### src/rtl/iram_fetch_arbiter.sv
// -----------------------------------------------------------------------------
// iram_fetch_arbiter
//
// Shares the single-port IRAM among N_CORES matrix-multiply cores. At most one
// request per cycle is accepted. The winner is picked round-robin, starting at
// a rotating priority pointer. The accepted access drives the IRAM through
// registered address, data, rden and wren outputs. Read data comes back on a
// broadcast bus. A one-hot o_rvalid tags it with the requesting core RD_LAT
// cycles after rden was driven.
//
// Ports:
//   i_clk, i_rst         clock, asynchronous active-high reset
//   i_req/i_we           per-core request and write qualifier
//   i_addr/i_wdata       flattened per-core address / write data
//   o_ack                one-hot, one-cycle accept pulse
//   o_iram_addr/_data    registered IRAM address / write data
//   o_iram_rden/_wren    registered IRAM read / write enable
//   i_iram_q             IRAM read data
//   o_rdata/o_rvalid     broadcast read data and its one-hot owner
//   o_busy               an accepted read is still in flight
//   o_grant_cnt          (only with IRAM_ARB_PERF_EN) per-core 16-bit
//                        saturating accept counters, flattened
//
// Optional feature macro: IRAM_ARB_PERF_EN
// -----------------------------------------------------------------------------
module iram_fetch_arbiter #(
  parameter int N_CORES = 4,
  parameter int ADDR_W  = 8,
  parameter int DATA_W  = 8,
  parameter int RD_LAT  = 1
) (
  input  logic                        i_clk,
  input  logic                        i_rst,
  input  logic [N_CORES-1:0]          i_req,
  input  logic [N_CORES-1:0]          i_we,
  input  logic [N_CORES*ADDR_W-1:0]   i_addr,
  input  logic [N_CORES*DATA_W-1:0]   i_wdata,
  output logic [N_CORES-1:0]          o_ack,
  output logic [ADDR_W-1:0]           o_iram_addr,
  output logic [DATA_W-1:0]           o_iram_data,
  output logic                        o_iram_rden,
  output logic                        o_iram_wren,
  input  logic [DATA_W-1:0]           i_iram_q,
  output logic [DATA_W-1:0]           o_rdata,
  output logic [N_CORES-1:0]          o_rvalid,
  output logic                        o_busy
`ifdef IRAM_ARB_PERF_EN
  ,
  output logic [N_CORES*16-1:0]       o_grant_cnt
`endif
);

  localparam int PTR_W = (N_CORES > 1) ? $clog2(N_CORES) : 1;
  // The candidate index is one bit wider so that ptr+offset cannot overflow
  // before the modulo wrap.
  localparam logic [PTR_W:0]   N_EXT    = (PTR_W+1)'(N_CORES);
  localparam logic [PTR_W-1:0] LAST_IDX = PTR_W'(N_CORES-1);

  logic [PTR_W-1:0]  ptr_q, ptr_d;
  logic [N_CORES-1:0] ack_q, ack_d;
  logic [ADDR_W-1:0] addr_q, addr_d;
  logic [DATA_W-1:0] data_q, data_d;
  logic              rden_q, rden_d;
  logic              wren_q, wren_d;

  // The read-return pipeline runs one stage behind rden. Each stage carries a
  // valid bit and the one-hot owner of that read.
  logic [RD_LAT-1:0]              pipe_vld_q, pipe_vld_d;
  logic [RD_LAT-1:0][N_CORES-1:0] pipe_id_q, pipe_id_d;

  logic [N_CORES-1:0] eligible;
  logic [PTR_W:0]     cand;
  logic               win_found;
  logic [PTR_W-1:0]   win_idx;

  logic [ADDR_W-1:0] addr_arr  [N_CORES];
  logic [DATA_W-1:0] wdata_arr [N_CORES];

  for (genvar gi = 0; gi < N_CORES; gi++) begin : g_unpack
    assign addr_arr[gi]  = i_addr[gi*ADDR_W +: ADDR_W];
    assign wdata_arr[gi] = i_wdata[gi*DATA_W +: DATA_W];
  end

  // Round-robin search. A core that is acked this cycle is masked, so a
  // request that is still high from last cycle's grant is not served twice.
  always_comb begin
    eligible  = i_req & ~ack_q;
    cand      = '0;
    win_found = 1'b0;
    win_idx   = '0;
    for (int off = 0; off < N_CORES; off++) begin
      cand = {1'b0, ptr_q} + (PTR_W+1)'(off);
      if (cand >= N_EXT) begin
        cand = cand - N_EXT;
      end
      if (!win_found && eligible[cand[PTR_W-1:0]]) begin
        win_found = 1'b1;
        win_idx   = cand[PTR_W-1:0];
      end
    end
  end

  always_comb begin
    ack_d  = '0;
    addr_d = addr_q;
    data_d = data_q;
    rden_d = 1'b0;
    wren_d = 1'b0;
    ptr_d  = ptr_q;
    if (win_found) begin
      ack_d[win_idx] = 1'b1;
      addr_d         = addr_arr[win_idx];
      data_d         = wdata_arr[win_idx];
      rden_d         = ~i_we[win_idx];
      wren_d         = i_we[win_idx];
      ptr_d          = (win_idx == LAST_IDX) ? '0 : win_idx + PTR_W'(1);
    end
  end

  // ack_q is the one-hot owner of the access that is currently on the IRAM
  // pins. Latch it only for reads, so that writes never reach o_rvalid.
  always_comb begin
    pipe_vld_d    = '0;
    pipe_id_d     = '0;
    pipe_vld_d[0] = rden_q;
    pipe_id_d[0]  = rden_q ? ack_q : '0;
    for (int k = 1; k < RD_LAT; k++) begin
      pipe_vld_d[k] = pipe_vld_q[k-1];
      pipe_id_d[k]  = pipe_id_q[k-1];
    end
  end

  always_ff @(posedge i_clk or posedge i_rst) begin
    if (i_rst) begin
      ptr_q      <= '0;
      ack_q      <= '0;
      addr_q     <= '0;
      data_q     <= '0;
      rden_q     <= 1'b0;
      wren_q     <= 1'b0;
      pipe_vld_q <= '0;
      pipe_id_q  <= '0;
    end else begin
      ptr_q      <= ptr_d;
      ack_q      <= ack_d;
      addr_q     <= addr_d;
      data_q     <= data_d;
      rden_q     <= rden_d;
      wren_q     <= wren_d;
      pipe_vld_q <= pipe_vld_d;
      pipe_id_q  <= pipe_id_d;
    end
  end

  assign o_ack       = ack_q;
  assign o_iram_addr = addr_q;
  assign o_iram_data = data_q;
  assign o_iram_rden = rden_q;
  assign o_iram_wren = wren_q;
  assign o_rdata     = i_iram_q;
  assign o_rvalid    = pipe_vld_q[RD_LAT-1] ? pipe_id_q[RD_LAT-1] : '0;
  assign o_busy      = (|pipe_vld_q) | rden_q;

`ifdef IRAM_ARB_PERF_EN
  // Each counter increments when its core is accepted and saturates at all-ones.
  for (genvar gi = 0; gi < N_CORES; gi++) begin : g_perf
    logic [15:0] cnt_q, cnt_d;

    always_comb begin
      cnt_d = cnt_q;
      if (ack_d[gi] && (cnt_q != 16'hFFFF)) begin
        cnt_d = cnt_q + 16'd1;
      end
    end

    always_ff @(posedge i_clk or posedge i_rst) begin
      if (i_rst) begin
        cnt_q <= '0;
      end else begin
        cnt_q <= cnt_d;
      end
    end

    assign o_grant_cnt[gi*16 +: 16] = cnt_q;
  end
`endif

endmodule

### config.mk
export PLATFORM = sky130hd
export DESIGN_NAME = iram_fetch_arbiter
export DESIGN_NICKNAME = d
export VERILOG_FILES = /design/src/rtl/iram_fetch_arbiter.sv
export SDC_FILE = /design/constraint.sdc
export NUM_CORES = 1
export LEC_CHECK = 0
export BUFFER_PORTS_ARGS = -buffer_cell sky130_fd_sc_hd__buf_2
export CAP_MARGIN = 30
export CORE_MARGIN = 3
export CORE_UTILIZATION = 46
export DETAILED_ROUTE_END_ITERATION = 8
export GPL_TIMING_DRIVEN = 0
export PLACE_DENSITY_LB_ADDON = 0.25
export REMOVE_ABC_BUFFERS = 1
export SLEW_MARGIN = 20
export SYNTH_ARGS = -nofsm -noshare
export SYNTH_HDL_FRONTEND = slang
export SYNTH_SLANG_ARGS = --single-unit
export TNS_END_PERCENT = 30
### constraint.sdc
create_clock -name i_clk -period 4.9 [get_ports i_clk]
set_clock_uncertainty 0.2 [all_clocks]
set_input_delay 0.49 -clock i_clk [delete_from_list [all_inputs] [get_ports i_clk]]
set_output_delay 0.49 -clock i_clk [all_outputs]
set_load 0.005 [all_outputs]
# Word level (Yosys, flattened, before mapping)
# Index checks and enable logic that the tools add are counted.
[classes]
addsub = 8
n_mul = 0
div = 0
order_cmp = 11
n_eq_ne = 1
shift = 0
n_mux = 36
n_bitwise = 5
n_reduce_logical = 7
[op_table]
columns = ["op", "n"]
rows = [
  ["$bmux 8 s2", 2],
  ["$mux 8", 4],
  ["$mux 2", 9],
  ["$lt 2x3->1 const B", 5],
  ["$ge 3x3->1 const B", 4],
  ["$mux 1", 12],
  ["$mux 4", 3],
  ["$bmux 1 s2", 5],
  ["$sub 2x1->2 const B", 4],
  ["$add 2x2->3 const B", 2],
  ["$and 4x4->4", 1],
  ["$logic_and 1x1->1", 4],
  ["$not 4->4", 1],
  ["$add 2x1->3 const B", 1],
  ["$ge 2x3->1 const B", 1],
  ["$logic_not 1->1", 3],
  ["$not 2->3", 1],
  ["$add 2x1->2 const B", 1],
  ["$demux 1 s2", 1],
  ["$eq 2x2->1 const B", 1],
  ["$ge 2x1->1 const B", 1],
  ["$not 1->1", 1],
  ["$or 1x1->1", 1],
]
[totals]
register_bits = 29
latchBits = 0
ramBits = 0
romBits = 0
input_bits = 82
output_inout_bits = 35
elab_cells = 76
mem_count = 0

# Logic depth before layout (Yosys ltp)
# Gate-level depths: netlist (run 1).
[logic_depth]
depth_word = 19
depth_mapped = 9
depth_no_buf = 7

# Worst setup path before layout (run 1)
# No wires, ideal clock.
[synth_timing]
path_type = "input -> register"
startpoint = "input i_req[3]"
endpoint = "register ptr_q[1]"
setup_ps = 131
arrival_ps = 1850
t_required_ps = 4569
slack_ps = 2718
cell_stages = 9
cell_sequence = "nor2b_1 -> o221a_2 -> o21bai_2 -> buf_6 -> buf_4 -> inv_1 -> ha_1 -> nand2_1 -> o21ai_0"
[synth_via]
elab_chain_len = 15
elab_cells_between_ends = 26
[synth_lines]
columns = ["element", "line", "source"]
rows = [
  ["start: declaration", "34", "input logic [N_CORES-1:0] i_req,"],
  ["$and 4x4->4 *", "87", "eligible = i_req & ~ack_q;"],
  ["$bmux 1 s2", "96", "if (!win_found && eligible[cand[PTR_W-1:0]]) begin"],
  ["$mux 1 (implied by the code)", "96", ""],
  ["$mux 1", "96", ""],
  ["$logic_not 1->1", "96", ""],
  ["$logic_and 1x1->1", "96", ""],
  ["$mux 1", "96", ""],
  ["$logic_not 1->1", "96", ""],
  ["$logic_and 1x1->1", "96", ""],
  ["$mux 1", "96", ""],
  ["$logic_not 1->1", "96", ""],
  ["$logic_and 1x1->1", "96", ""],
  ["$mux 2", "96", ""],
  ["$add 2x1->2 or $eq 2x2->1 (tied branches)", "116", "ptr_d = (win_idx == LAST_IDX) ? '0 : win_idx + PTR_W'(1);"],
  ["$mux 2", "116", ""],
  ["end signal: assignment", "144", "ptr_q <= ptr_d;"],
  ["end: declaration", "59", "logic [PTR_W-1:0] ptr_q, ptr_d;"],
]
# Mark *: on every way between the ends. The rest lies on a longest branch, timed or not. The select of a mux whose other input is x is not followed.
# A chain may end at the register's enable or synchronous reset.

# Final worst setup path (run 1)
[layout_timing]
startpoint = "register ack_q[0], in the netlist o_ack[0]"
endpoint = "register ptr_q[1]"
[layout_via]
elab_chain_len = 16
elab_cells_between_ends = 27
[layout_lines]
columns = ["element", "line", "source"]
rows = [
  ["start: declaration", "60", "logic [N_CORES-1:0] ack_q, ack_d;"],
  ["start signal: assignment", "145", "ack_q <= ack_d;"],
  ["$not 4->4 *", "87", ""],
  ["$and 4x4->4 *", "87", ""],
  ["$bmux 1 s2", "96", ""],
  ["$mux 1 (implied by the code)", "96", ""],
  ["$mux 1", "96", ""],
  ["$logic_not 1->1", "96", ""],
  ["$logic_and 1x1->1", "96", ""],
  ["$mux 1", "96", ""],
  ["$logic_not 1->1", "96", ""],
  ["$logic_and 1x1->1", "96", ""],
  ["$mux 1", "96", ""],
  ["$logic_not 1->1", "96", ""],
  ["$logic_and 1x1->1", "96", ""],
  ["$mux 2", "96", ""],
  ["$add 2x1->2 or $eq 2x2->1 (tied branches)", "116", ""],
  ["$mux 2", "116", ""],
]
# Marked as above.

==> impl_metrics.json, run 1 <==
{
  "outcome": "completed",
  "path_clk_slew_ns": 0.07,
  "required_ns": 4.86,
  "clk_path_buf_depth": 2,
  "die_y_um": 69.0,
  "gp_congestion": 0.691,
  "use_met2_pct": 29.5,
  "setup_tns_ns": 0,
  "yosysUniqueCellTypes": 30,
  "yosysTopAreaCellShare_pct": 39.8,
  "syn_inst": 156,
  "root_buffer": "clkbuf_8",
  "antenna_left": 0,
  "yosysWarnings": 0,
  "cp_num_buf_inv": 2,
  "path_cells": "nand2b_1 -> o221a_2 -> o21bai_4 -> buf_12 -> inv_1 -> ha_1 -> nand2_1 -> o21ai_0",
  "min_path_type": "in -> async",
  "cp-end-kind": "register",
  "critical-path-top-delay-family": "compound AO/OA/AOI/OAI gates",
  "slowest_stage": "o21bai_4",
  "synth_area_per_cell_um2": 11.7,
  "grt_pass1_vias": 1373,
  "cts_resized": 0,
  "core_um2": 3740,
  "critPathLaunchType": "register",
  "num_vias": 1496,
  "p_leak_nw": 1.31,
  "seq_area_frac_synth_pct": 39.8,
  "crit_fanout": 22,
  "diodes": 0,
  "power_density_nw_per_um2": 602,
  "drive_gt1_share_pct": 54.6,
  "grt_use_met3_pct": 7.78,
  "cts_hold_buf": 0,
  "fin_crit_ns": 2.57,
  "rsz0062_at_grt": "no",
  "slowest_delay_ns": 0.55,
  "rows": 22,
  "die_w_um": 69.0,
  "fillers": 335,
  "max_cap_violations": 0,
  "htree_levels": 2,
  "antenna_found_initial": 0,
  "start_util_pct": 48.7,
  "wl_um": 4070,
  "clock-sinks": 29,
  "viasPerCell": 5.04,
  "synth.area.top_cells": "dfrtp_1, mux2i_1, a221oi_2",
  "tightest_slew_ns": 0.648,
  "grt_util_met1_pct": 21.6,
  "setup_viol": 0,
  "ioPinCount": 117,
  "grtUsageTotal_pct": 18.2,
  "peakVddDrop_v": 0.000292,
  "synth_common_cells": "mux2i_1, dfrtp_1, nor2_1",
  "grt_max_degree": 26,
  "crit_type": "reg -> reg",
  "io_buffers": 100,
  "place_hpwl_um": 3110,
  "grt_pass1_wl_um": 6290,
  "die_area_um2": 4760,
  "area.growth.synth_to_final_pct": 32.9,
  "synth-edff-count": 0,
  "post-cts-setup-buffer-count": 0,
  "drc": 0,
  "synthArstFlopShare_pct": 100,
  "drv_slew": 0,
  "wl_per_cell_um": 13.7,
  "post-synth-top-count-cell": "mux2i_1",
  "grt-ovfl-total": 0,
  "max_slew_margin_pct": 56.7,
  "syn_area_um2": 1820,
  "crit_arrival_ns": 2.52,
  "cts_tree": "yes",
  "grt.busiest_layer": "met2",
  "yosys_register_bits": 29,
  "ys.flop_type": "dfrtp_1",
  "nNetsFinal": 334,
  "clk_latency_ns": 0.28,
  "yosys.area.top_type": "dfrtp_1",
  "dr.pass1.iters": 5,
  "min_period_over_period_pct": 52.4,
  "fmax_mhz": 390,
  "cts_made_buffers": 5,
  "finalPower_w": 0.00146,
  "final_hold_viol_count": 0,
  "drtIter0Drc": 42
}
-- worst paths after layout --
check / end / from / depth (start not counted) / slack (ns)
worst max-delay path: ptr_q[1] / o_ack[0] / 8 / 2.33
worst min-delay path: o_iram_data[4] / i_rst / 2 / 0.08
worst max register to register: ptr_q[1] / o_ack[0] / 8 / 2.33
worst min register to register: pipe_vld_q / o_iram_rden / 0 / 0.31
max in group asynchronous: pipe_id_q[0] / i_rst / 3 / 3.93
min in group i_clk: pipe_vld_q / o_iram_rden / 0 / 0.31
-- kinds of logic (layout without fill, tap and decap cells) --
family | count (synthesis) | after routing | share of synthesized area (%)
flops | 29 | 29 | 39.8
simple gates | 41 | 41 | 11.9
compound gates | 25 | 25 | 17.4
mux | 34 | 34 | 18.7
fa+ha+maj | 4 | 4 | 2.74
buf+inv | 23 | 116 | 9.46
-- worst reg2reg max path, stage by stage, from the launching register on --
cell and delay [ns]:
dfrtp_1 0.40, nand2b_1 0.20, o221a_2 0.31, o21bai_4 0.55
buf_12 0.27, inv_1 0.10, ha_1 0.29, nand2_1 0.06
o21ai_0 0.07
-- placed cells by master (no fill, tap or decap), types with 2 or more instances in the layout --
master    instances
nand2_1           2
inv_1             4
clkbuf_8          6
a221oi_2         14
o221a_2           2
and2_1           12
nor2_1           20
ha_1              4
mux2i_1          34
buf_2           100
dfrtp_1          29
a221oi_1          2
-- state kept, by name, indices dropped and copies added (netlist names) --
signal / cells
o_iram_addr: 8
o_iram_data: 8
o_ack: 4
pipe_id_q: 4
ptr_q: 2
o_iram_rden: 1
o_iram_wren: 1
pipe_vld_q: 1
-- metal layers --
metal | routed length, um | vias up
met5 | 0 | -
met4 | 21 | 0
met3 | 373 | 2
met2 | 2010 | 76
met1 | 1660 | 680
li1 | - | 738
-- power breakdown --
part           total [W]  switching [W]  internal (W)
logic           0.000781       0.000389      0.000393
registers       0.000422      0.0000670      0.000355
clock network   0.000257      0.0000918      0.000165
-- cell type report --
type,instances,area (um2),area share (%)
multi-input combinational,104,933,38.5
sequential,29,726,29.9
timing repair buffer,103,563,23.2
clock buffer,6,82.6,3.41
tap,48,60.1,2.48
clock inverter,2,37.5,1.55
inverter,5,21.3,0.878
-- metrics by stage --
step | hold WS [ns] | instance area (um2) | util, % | instances | worst slack [ns]
finish | 0.0750 | 2420 | 64.7 | 297 | 2.33
global route | 0.108 | 2420 | 64.7 | 297 | 2.16
CTS | 0.0832 | 2410 | 64.3 | 296 | 2.23
detailed placement | 0.290 | 2290 | 61.1 | 288 | 2.13
global placement | 0.280 | 2230 | 59.7 | 286 | 0.965
floorplan | 0.238 | 1670 | - | 138 | 1.57
Power figures use the tool's default switching activity.
==> inputs of run 2 (changes only) <==
CORE_UTILIZATION = 38   (was 46)
clock period = 2.1 ns   (was 4.9 ns; I/O delays follow)
==> run 2 against run 1 <==
  * Die area is 19% higher
  * Non-clock buffer count is 9 higher
  * Routed wire length is 16% higher
  * First-iteration DRC count is 36% lower
  * Clock-buffer cell count is 1 higher
  * Fmax is 24% higher
  * Total power grew to 2.7 times the previous value
  * Cell count is 4.7% higher
  * Register-to-register slack worse by 2.3 ns
  * Sequential power is 140% higher
  * Sequential share of layout area is 2.8 points lower
==> impl_metrics.json, run 2 (synthesis gave the netlist of run 1 again) <==
{
  "outcome": "completed",
  "drtIter0Drc": 27,
  "setup_tns_ns": 0,
  "max_slew_margin_pct": 60.3,
  "dp.cells": 292,
  "p_leak_nw": 1.37,
  "min_path_type": "in -> reg",
  "clkPwrFrac_pct": 14.6,
  "die_area_um2": 5670,
  "final_cell_mix": "buf_2, dfrtp_1, mux2i_1",
  "crit_type": "reg -> reg",
  "diodes": 0,
  "finalPower_w": 0.00398,
  "required_ns": 2.08,
  "start_util_pct": 40.5,
  "cts_made_buffers": 5,
  "peakVddDrop_v": 0.000658,
  "critPathLaunchType": "register",
  "num_vias": 1550,
  "pwr-share-comb_pct": 59.8,
  "core_um2": 4500,
  "clk_latency_ns": 0.27,
  "switching_share_pct": 37.0,
  "clk_path_buf_depth": 2,
  "htree_levels": 2,
  "nNetsFinal": 344,
  "die_w_um": 75.3,
  "max_cap_violations": 0,
  "antenna_found_initial": 0,
  "io_buffers": 100,
  "drc": 0,
  "antenna_left": 0,
  "fin_crit_ns": 2.08,
  "grt_max_degree": 26,
  "gp_congestion": 0.666,
  "instances_no_fill": 311,
  "path_clk_slew_ns": 0.06,
  "crit_arrival_ns": 2.05,
  "rsz0062_at_grt": "yes",
  "final_hold_viol_count": 0,
  "grt_pass1_vias": 1468,
  "cp-end-kind": "register",
  "cts_tree": "yes",
  "startpoint": "o_ack[2]",
  "drv_slew": 0,
  "drive_gt1_share_pct": 61.4,
  "grtUsageTotal_pct": 16.1,
  "setup_viol": 0,
  "layout_commonest_cell": "buf_2",
  "wl_per_cell_um": 15.1,
  "clock-sinks": 29,
  "worst_r2r_startpoint": "o_ack[2]",
  "viasPerCell": 4.98,
  "grt_pass1_wl_um": 6780,
  "final_area_um2": 2670,
  "power_density_nw_per_um2": 1490,
  "place_hpwl_um": 3140,
  "wl_um": 4710,
  "p_int_w": 0.00250,
  "postPlaceCellArea_um2": 2280,
  "post-route-util_pct": 59.3,
  "min-delay-start": "i_addr[30]",
  "crit_fanout": 14,
  "min_period_over_period_pct": 98.9,
  "p_sw_w": 0.00147,
  "grt-ovfl-total": 0,
  "ioPinCount": 117,
  "root_buffer": "clkbuf_8",
  "fmax_mhz": 482,
  "area.growth.synth_to_final_pct": 46.4,
  "tightest_slew_ns": 0.594,
  "rows": 24,
  "dr.pass1.iters": 4,
  "pwr-share-seq_pct": 25.6,
  "die_y_um": 75.3
}
## run 2: cell count changes in the layout (fill, tap and decap cells not counted), moves of 2 or more
cell and change:
mux2i_2 +9, mux2i_1 -11, buf_4 +4, mux2i_4 +2
## run 2: worst paths after layout
| kind | to | cells past startpoint | slack (ns) |
|---|---|---|---|
| worst max-delay path | o_iram_addr[4] | 7 | 0.02 |
| worst min-delay path | o_iram_addr[6] | 3 | 0.09 |
| worst max register to register | o_iram_addr[4] | 7 | 0.02 |
| worst min register to register | pipe_vld_q | 0 | 0.30 |
| max in group asynchronous | o_iram_data[5] | 4 | 0.85 |
| min in group asynchronous | o_iram_data[3] | 3 | 0.35 |
## run 2: layout make-up
cell class | count | area, um2
multi-input cells | 105 | 1070
clock buffers | 7 | 86.3
fillers | 384 | 1830
clock inverters | 1 | 30.0
repair buffers | 112 | 674
well taps | 52 | 65.1
inverters | 5 | 21.3
flip-flops and latches | 29 | 726
## run 2: stage by stage
step | worst slack, ns | hold WS, ns
2_1_floorplan | -1.19 | 0.0881
6_report | 0.0237 | 0.0898
5_1_grt | -0.0635 | 0.0908
3_5_place_dp | -0.376 | 0.115
3_3_place_gp | -1.65 | 0.220
4_1_cts | 0.00275 | 0.0786
## run 2: power groups by stage
| stage | Sequential, W | Combinational, W | Clock (W) |
|---|---|---|---|
| finish | 0.00102 | 0.00238 | 0.000582 |
| global route | 0.00105 | 0.00257 | 0.000617 |
| CTS | 0.00101 | 0.00220 | 0.000595 |
| detailed placement | 0.000994 | 0.00185 | 0 |
| global placement | 0.00100 | 0.00178 | 0 |
| floorplan | 0.000996 | 0.00126 | 0 |
## run 2: timing repair
item / 4_1_cts / 5_1_grt
pin swaps: 2 / 5
setup endpoints to repair: 21 / 17
hold buffers: 1 / 0
gates cloned: 2 / 1
setup buffers: 5 / 3
gates resized for setup: 8 / 19
hold endpoints to repair: 14 / 0
## run 2: layer usage
| metal | track usage [%] | vias to the layer above | share of wire [%] |
|---|---|---|---|
| met3 | 6.54 | 2 | 7.5 |
| met4 | 4.27 | 0 | 0.49 |
| met2 | 24.4 | 81 | 47 |
| li1 | - | 761 | - |
| met5 | 0 | - | 0 |
| met1 | 21.4 | 706 | 45 |
## run 2: critical path, cell delays in order (launching register included)
cell      delay (ns)
dfrtp_1         0.40
nand2b_4        0.19
a311oi_4        0.32
o32a_4          0.24
inv_4           0.05
and2_4          0.17
buf_12          0.15
a221oi_2        0.26
==> inputs of run 3 (changes only) <==
ABC_AREA = 1   (was not set)
CORE_UTILIZATION = 42   (was 38)
==> run 3 against run 2 <==
  * The flow now finishes with violations (negative setup slack)
  * Utilization is 11 points higher
  * Critical path type unchanged
  * Critical endpoint unchanged
  * First-iteration DRC count rose to 7.1 times the previous value
  * Highest routed layer unchanged
  * Routed wire length grew 96%
  * Clock-buffer cell count decreased by 2
==> impl_metrics.json, run 3 <==
{
  "setup_viol": 24,
  "r2r_end": "o_iram_addr[4]",
  "synth.area.top_cells": "dfrtp_1, nand2_1, inv_1",
  "synthArstFlopShare_pct": 100,
  "final_hold_viol_count": 0,
  "post-synth-top-count-cell": "nand2_1",
  "yosysWarnings": 0,
  "max_cap_violations": 0,
  "syn_area_um2": 2380,
  "cp-end-kind": "register",
  "rrSetupSlack_ns": -0.13,
  "syn_inst": 384,
  "wl_um": 9240,
  "hold_path_depth": 4,
  "die_w_um": 81.3,
  "place_hpwl_um": 4410,
  "min_path_type": "in -> reg",
  "ys.flop_type": "dfrtp_1",
  "ioPinCount": 117,
  "clock-sinks": 29,
  "synth_mux_area_share_pct": 0,
  "rsz0062_at_grt": "yes",
  "start_util_pct": 44.9,
  "final_area_um2": 3750,
  "cts_made_buffers": 5,
  "fin_crit_ns": 2.23,
  "ff_latch_area_um2": 728,
  "instances_no_fill": 580,
  "clk_path_buf_depth": 2,
  "dp.cells": 528,
  "seq_area_frac_synth_pct": 30.5,
  "crit_arrival_ns": 2.19,
  "yosys.area.top_type": "dfrtp_1",
  "synthSimpleGateAreaFrac_pct": 45.9,
  "nNetsFinal": 597,
  "antenna_found_initial": 0,
  "synth-compound-area-share_pct": 0.630,
  "yosys_register_bits": 29,
  "grt_pass1_vias": 2575,
  "min_period_over_period_pct": 106,
  "grt-ovfl-total": 0,
  "htree_levels": 2,
  "synth_area_per_cell_um2": 6.20,
  "synth_common_cells": "nand2_1, inv_1, nand3_1",
  "max_slew_margin_pct": 65.3,
  "rows": 26,
  "gp_congestion": 0.862,
  "critPathLaunchType": "register",
  "synth_top_family_by_area": "simple AND/OR/NAND/NOR gates",
  "drv_slew": 0,
  "synthAdderAreaFrac_pct": 2.10,
  "num_vias": 3014,
  "die_y_um": 81.3,
  "dr.pass1.iters": 6,
  "area.growth.synth_to_final_pct": 57.4,
  "antenna_left": 0,
  "final_cell_mix": "nand2_1, buf_2, inv_1",
  "drive_gt1_share_pct": 41.4,
  "die_area_um2": 6610,
  "setup_tns_ns": -2.22,
  "drc": 0,
  "fmax_mhz": 449,
  "synth_xor_area_share_pct": 0,
  "core_um2": 5300,
  "grt_max_degree": 24,
  "yosysUniqueCellTypes": 22,
  "drtIter0Drc": 191,
  "grt_pass1_wl_um": 12400,
  "postPlaceCellArea_um2": 2830,
  "layout_setup_ws_ns": -0.129,
  "crit_fanout": 7,
  "root_buffer": "clkbuf_8",
  "grtUsageTotal_pct": 24.6,
  "violations": "negative setup slack",
  "diodes": 0,
  "cts_tree": "yes",
  "viasPerCell": 5.20,
  "r2r_cells": 15,
  "wl_per_cell_um": 15.9,
  "worst_r2r_startpoint": "ptr_q[0]",
  "required_ns": 2.06,
  "multi_input_area_um2": 1630,
  "clk_latency_ns": 0.28,
  "tightest_slew_ns": 0.520,
  "synth-edff-count": 0,
  "layout_commonest_cell": "nand2_1",
  "whs_endpoint": "o_iram_rden",
  "yosysTopAreaCellShare_pct": 30.5,
  "outcome": "finished, violations left",
  "min-delay-start": "i_we[3]",
  "crit_type": "reg -> reg",
  "io_buffers": 100,
  "fillers": 447,
  "path_clk_slew_ns": 0.06
}
[run 3: cell count changes after synthesis, moves of 3 or more]
cell      previous run  this run
nand2_2              0         5
inv_1                4        83
buf_2                1        10
buf_4                9        12
mux2i_1             34         0
nand3_1              1        50
and2_1              12         0
nand2_1              2       132
a221oi_2            14         0
nand4_1              0        35
nor2_1              20         5
buf_6                5         1
[run 3: per-stage QoR]
stage / utilization, % / hold slack, ns / setup slack (ns)
final: 70.7 / 0.0461 / -0.129
after global routing: 70.7 / 0.0447 / -0.255
after CTS: 63.9 / 0.0299 / -0.0343
after detailed placement: 53.3 / 0.0427 / -1.18
after global placement: 52.9 / 0.220 / -1.77
after floorplan: - / 0.0881 / -1.01
[run 3: repair_timing]
action	4_1_cts	5_1_grt
gates resized for setup	47	56
setup endpoints to repair	24	24
pin swaps	14	32
endpoints found under the hold margin	11	0
gates cloned	8	0
hold buffers	1	0
buffers inserted	21	16
[run 3: worst max path at each step]
| stage | startpoint | end | cells after the start |
|---|---|---|---|
| finish | ptr_q[0] | o_iram_addr[4] | 15 |
| global route | ptr_q[0] | o_iram_addr[4] | 13 |
| CTS | ptr_q[0] | o_iram_wren | 15 |
| detailed placement | ptr_q[0] | ptr_q[1] | 10 |
| global placement | ptr_q[0] | ptr_q[1] | 10 |
| floorplan | ptr_q[0] | ptr_q[1] | 10 |
[run 3: cell type report]
| class | instances | share of cell area [%] |
|---|---|---|
| Multi-Input combinational cell | 249 | 43.4 |
| Timing Repair Buffer | 139 | 23.4 |
| Sequential cell | 29 | 19.4 |
| Inverter | 87 | 9.48 |
| Clock inverter | 1 | 0.134 |
| Clock buffer | 5 | 1.84 |
| Tap cell | 70 | 2.34 |
[run 3: cells by family (layout without fill, tap and decap cells)]
kind of cell / count (synthesis) / count (layout)
flip-flops: 29 / 29
AND/OR/NAND/NOR: 234 / 242
adder cells (fa/ha/maj): 4 / 4
buffers and inverters: 114 / 232
AO/OA/AOI/OAI: 3 / 3
[run 3: worst max-delay path, cell delays in order (launching register included)]
cell	delay (ns)
dfrtp_2	0.45
clkinv_4	0.15
nand2_4	0.11
nand2_4	0.07
buf_6	0.12
nand2_2	0.09
nand2_1	0.07
nand4_1	0.09
nand3_2	0.13
nand2_4	0.14
clkinv_8	0.10
buf_8	0.14
nand3_2	0.07
nand2_1	0.05
nand2_1	0.05
nand2_1	0.07
[run 3: layer usage]
metal | wire length [um] | track usage [%] | up-vias
met5 | 0 | 0 | -
met3 | 781 | 5.10 | 25
li1 | - | - | 1453
met1 | 3550 | 29.5 | 1361
met4 | 211 | 6.42 | 0
met2 | 4700 | 44.3 | 175
Power of run 3 is left out: the tool's default activity adds up to more than one toggle a clock period on the data nets, which glitch-free logic cannot reach.
